==> src/rtl/pipe_ctrl.sv <==
`default_nettype none
// +----------------------------------------------------------------------+
// | Module  : pipe_ctrl                                                  |
// | Purpose : Pipeline hazard / stall controller. Drives the PC enable   |
// |           and the enable/flush controls of the if_dc, dc_ex, ex_mem  |
// |           and mem_wb latches from memory handshakes, load-use        |
// |           hazards, EX redirects and halt. Keeps a RUN/MEMWAIT/HALTED |
// |           FSM and saturating stall/flush performance counters.       |
// | Revision: 1.0  initial release                                       |
// +----------------------------------------------------------------------+
module pipe_ctrl #(
  parameter int CNT_W = 16,
  parameter int REG_W = 5
) (
  input  logic             CLK,
  input  logic             nRST,
  input  logic             ihit,
  input  logic             dhit,
  input  logic             exmem_dren,
  input  logic             exmem_dwen,
  input  logic             exmem_halt,
  input  logic             dcex_dren,
  input  logic             dcex_wen,
  input  logic [REG_W-1:0] dcex_wsel,
  input  logic [REG_W-1:0] dc_rs,
  input  logic [REG_W-1:0] dc_rt,
  input  logic             dc_uses_rt,
  input  logic             ex_redirect,
  output logic             pc_en,
  output logic             ifdc_en,
  output logic             dcex_en,
  output logic             exmem_en,
  output logic             memwb_en,
  output logic             ifdc_flush,
  output logic             dcex_flush,
  output logic             exmem_flush,
  output logic             halt,
  output logic [1:0]       state,
  output logic [CNT_W-1:0] stall_cnt,
  output logic [CNT_W-1:0] flush_cnt
);

  typedef enum logic [1:0] {
    RUN     = 2'd0,
    MEMWAIT = 2'd1,
    HALTED  = 2'd2
  } state_t;

  localparam logic [CNT_W-1:0] CNT_ONE = CNT_W'(1);
  localparam logic [CNT_W-1:0] CNT_MAX = {CNT_W{1'b1}};

  state_t             state_q, state_d;
  logic [CNT_W-1:0]   stall_cnt_q, stall_cnt_d;
  logic [CNT_W-1:0]   flush_cnt_q, flush_cnt_d;

  // en_v = {pc, ifdc, dcex, exmem, memwb}; fl_v = {ifdc, dcex, exmem}
  logic [4:0]         en_v;
  logic [2:0]         fl_v;
  logic               mem_op;
  logic               dmem_stall;
  logic               load_use;
  logic               redirect_fire;
  logic               any_hold;

  // Hazard detection: memory op waiting on dmem, and a load whose result
  // the instruction in decode needs (r0 never creates a dependency).
  always_comb begin
    mem_op     = exmem_dren | exmem_dwen;
    dmem_stall = mem_op & ~dhit;
    load_use   = dcex_dren & dcex_wen & (dcex_wsel != '0) &
                 ((dcex_wsel == dc_rs) | (dc_uses_rt & (dcex_wsel == dc_rt)));
  end

  // Prioritised enable/flush decision plus next-state and counter update.
  always_comb begin
    en_v          = 5'b00000;
    fl_v          = 3'b000;
    redirect_fire = 1'b0;
    state_d       = state_q;

    if (state_q == HALTED) begin
      // Frozen until reset.
      state_d = HALTED;
    end else if (dmem_stall) begin
      state_d = MEMWAIT;
    end else begin
      if (!ihit) begin
        // Fetch not ready: hold front end and EX (keeps any pending
        // redirect alive), drain MEM/WB and bubble into ex_mem.
        en_v = 5'b00011;
        fl_v = 3'b001;
      end else if (ex_redirect) begin
        en_v          = 5'b11111;
        fl_v          = 3'b110;
        redirect_fire = 1'b1;
      end else if (load_use) begin
        en_v = 5'b00111;
        fl_v = 3'b010;
      end else begin
        en_v = 5'b11111;
      end
      state_d = exmem_halt ? HALTED : RUN;
    end

    // Latch controls are quiet while reset is held.
    if (!nRST) begin
      en_v          = 5'b00000;
      fl_v          = 3'b000;
      redirect_fire = 1'b0;
    end

    any_hold    = ~(&en_v);
    stall_cnt_d = stall_cnt_q;
    flush_cnt_d = flush_cnt_q;
    if (any_hold && (state_q != HALTED) && (stall_cnt_q != CNT_MAX))
      stall_cnt_d = stall_cnt_q + CNT_ONE;
    if (redirect_fire && (flush_cnt_q != CNT_MAX))
      flush_cnt_d = flush_cnt_q + CNT_ONE;
  end

  // FSM state and performance counters.
  always_ff @(posedge CLK or negedge nRST) begin
    if (!nRST) begin
      state_q     <= RUN;
      stall_cnt_q <= '0;
      flush_cnt_q <= '0;
    end else begin
      state_q     <= state_d;
      stall_cnt_q <= stall_cnt_d;
      flush_cnt_q <= flush_cnt_d;
    end
  end

  assign pc_en       = en_v[4];
  assign ifdc_en     = en_v[3];
  assign dcex_en     = en_v[2];
  assign exmem_en    = en_v[1];
  assign memwb_en    = en_v[0];
  assign ifdc_flush  = fl_v[2];
  assign dcex_flush  = fl_v[1];
  assign exmem_flush = fl_v[0];
  assign halt        = (state_q == HALTED);
  assign state       = state_q;
  assign stall_cnt   = stall_cnt_q;
  assign flush_cnt   = flush_cnt_q;

endmodule
`default_nettype wire

==> config.mk <==
export PLATFORM = sky130hd
export DESIGN_NAME = pipe_ctrl
export DESIGN_NICKNAME = d
export VERILOG_FILES = /design/src/rtl/pipe_ctrl.sv
export SDC_FILE = /design/constraint.sdc
export NUM_CORES = 1
export LEC_CHECK = 0
export CORE_UTILIZATION = 46
export DETAILED_ROUTE_END_ITERATION = 8
export PLACE_DENSITY = 0.85
export SLEW_MARGIN = 20
export SYNTH_ARGS = -nofsm -noshare
export SYNTH_HDL_FRONTEND = slang
export SYNTH_SLANG_ARGS = --single-unit
==> constraint.sdc <==
create_clock -name CLK -period 4.5 [get_ports CLK]
set_input_delay 1.125 -clock CLK [delete_from_list [all_inputs] [get_ports CLK]]
set_output_delay 1.125 -clock CLK [all_outputs]
set_load 0.05 [all_outputs]
==> results_dict.tcl <==
set metrics [dict create \
    path_clk_slew_ns 0.06 \
    skew_ns 0.00443 \
    rsz0062_at_grt "no" \
    r2r_slack_ns 2.24 \
    cp-startpoint "dcex_wsel[3]" \
    holdCritStartpoint "stall_cnt[11]" \
    wl_per_cell_um 15.6 \
    timing.fmax_ghz 0.251 \
    port_buffers 68 \
    min_period_ns 3.98 \
    postRouteAntennaNets 0 \
    cap_violations 0 \
    min_period_over_period 0.885 \
    yosysWarnings 0 \
    ff_latch_area_um2 851 \
    worstPathBufferInverterCount 2 \
    path_cells "clkdlybuf4s50_1 -> xor2_1 -> nor4_2 -> a32oi_1 -> o31a_4 -> buf_12" \
    outcome "finished clean" \
    r2r_end "flush_cnt[15]" \
    grt-ovfl-total 0 \
    tritoncts "built" \
    critPathLaunchType "input pin" \
    ys_seq_area_frac 0.493 \
    hold_violations 0 \
    clkLatencyLatePin_ns 0.28 \
    yosys.cell_count.top_type "dfrtp_1" \
    multiInputGateArea_um2 838 \
    vdd_ir_drop_max_v 0.000339 \
    num_vias 1440 \
    grt_max_degree 33 \
    cp_top_family "buffers and inverters" \
    holdPathEnd "stall_cnt[11]" \
    crit_arrival_ns 2.86 \
    p_seq_frac 0.374 \
    synth-edff-count 0 \
    power_density_nw_per_um2 417 \
    antenna_found_initial 0 \
    place_congestion 0.797 \
    die_h_um 63.3 \
    setup_viol 0 \
    die_area_um2 4000 \
    clockPowerShare 0.193 \
    hp-class "reg2reg" \
    coreArea_um2 3470 \
    p_total_mw 1.09 \
    whs_ns 0.492 \
    syn_to_final_growth_pct 51.1 \
    ys.flop_type "dfrtp_1" \
    num_rows 21 \
    relSlewSlack 0.649 \
    ys_top_cells_by_area "dfrtp_1 (49%), xnor2_1 (10%), xor2_1 (10%), nand3_1 (4.1%), and3_1 (2.5%)" \
    drive_gt1_frac 0.0877 \
    place_hpwl_um 3180 \
    n_antenna_cell 0 \
    drcViolationCount 0 \
    p_int_mw 0.634 \
    crit_slowest_cell "clkdlybuf4s50_1" \
    grt_pass1_vias 1476 \
    vias_per_cell 5.26 \
    die_w_um 63.3 \
    worst_pin_slew_ns 0.525 \
    sw_frac_of_total 0.417 \
    netlist_area_um2 1730 \
    post_cts_buffers 0 \
    fillerInstances 253 \
    finish.net_count 256 \
    syn_inst 155 \
    crit_fanout 5 \
    clock-sinks 34 \
    synth_top_area_frac 0.493 \
    wl_um 4270 \
    p_leak_nw 1.10 \
    grt_pass1_wl_um 7320 \
    tns_ns 0 \
    cts-root-buf "clkbuf_8" \
    reg2regPathDepth 7 \
    power.switching_mw 0.453 \
    yosysTopAreaCell "dfrtp_1" \
    syn_area_per_cell_um2 11.1 \
    synthTopCellsByCount "dfrtp_1 (34), xnor2_1 (20), xor2_1 (20), nand3_1 (14)" \
    firstDrtPassIters 4 \
    required_ns 3.38 \
    cts_buffers 5 \
    combPwrFrac 0.432 \
    clock_path_buffers 2 \
    reg2reg_from "state[1]" \
    ys_seq_elements 34 \
    syn-num-nets 183 \
    grt_usage 0.240 \
    initial_core_util 0.498 \
    cp-end-kind "output pin" \
    first_iter_violations 59 \
    cts_hold_buf 0 \
    critPathKind "in2out" \
    slowest_delay_ns 0.47 \
    cts.repair.resized 0 \
    maxSlewViolCount 0 \
    io_pins 69 \
    async_flop_share 1.00 \
    hold-path-cell-count 1 \
    ys_types 29 \
    htree_levels 2 \
]
[kinds of logic after synthesis]
| family | share of synthesized area |
|---|---|
| AND/OR/NAND/NOR | 0.221 |
| XOR/XNOR | 0.203 |
| flip-flops | 0.493 |
| buffers and inverters | 0.0217 |
| AO/OA/AOI/OAI | 0.0341 |
| multiplexers | 0.0130 |
| adder cells (fa/ha/maj) | 0.0145 |
[final cells by class]
cell class                 instances  area share
tap                               46      0.0221
inverter                           4     0.00671
timing repair buffer              69       0.294
multi-input combinational        114       0.321
sequential                        34       0.326
clock buffer                       7      0.0293
[layout by cell type, fill, tap and decap left out, drive strengths merged, types with 2 or more instances in the layout]
| cell | instances |
|---|---|
| and3 | 7 |
| clkdlybuf4s50 | 60 |
| nor3 | 3 |
| ha | 2 |
| nand3 | 14 |
| buf | 9 |
| clkbuf | 7 |
| xnor2 | 20 |
| mux2 | 2 |
| dfrtp | 34 |
| and2 | 3 |
| nand2b | 2 |
| inv | 4 |
| nor2 | 10 |
| xor2 | 20 |
| and4 | 5 |
| nand4 | 5 |
| nand2 | 10 |
| nor4 | 3 |
[worst max-delay path by stage]
stage / to / slack (ns) / cells after the start
2_1_floorplan: exmem_flush / 0.74 / 3
3_3_place_gp: ifdc_en / 0.58 / 6
3_5_place_dp: ifdc_en / 0.52 / 6
4_1_cts: ifdc_en / 0.52 / 6
5_1_grt: ifdc_en / 0.45 / 6
6_report: ifdc_en / 0.52 / 6
[power groups by stage]
stage               sequential (mW)  combinational (mW)  clock [mW]
floorplan                     0.567               0.133           0
global placement              0.405               0.462           0
detailed placement            0.412               0.473           0
CTS                           0.407               0.475       0.215
global route                  0.413               0.497       0.232
finish                        0.407               0.470       0.210
[per-stage QoR]
| step | worst slack, ns | utilization | std cells | area [um^2] |
|---|---|---|---|---|
| 2_1_floorplan | 0.740 | - | 155 | 1730 |
| 3_3_place_gp | 0.583 | 0.730 | 267 | 2530 |
| 3_5_place_dp | 0.522 | 0.730 | 267 | 2530 |
| 4_1_cts | 0.520 | 0.752 | 274 | 2610 |
| 5_1_grt | 0.447 | 0.752 | 274 | 2610 |
| 6_report | 0.519 | 0.752 | 274 | 2610 |
[sequential cells by signal, summed over array words and instances (netlist names)]
name,count
flush_cnt,16
stall_cnt,16
state,2
[metal layers]
metal	GRT usage	up-vias	wire length, um
met5	0	-	0
met1	0.305	696	1850
li1	-	678	-
met2	0.397	60	2100
met4	0.0852	0	58
met3	0.0580	6	256
No activity file was read; power rests on OpenSTA's default activity.
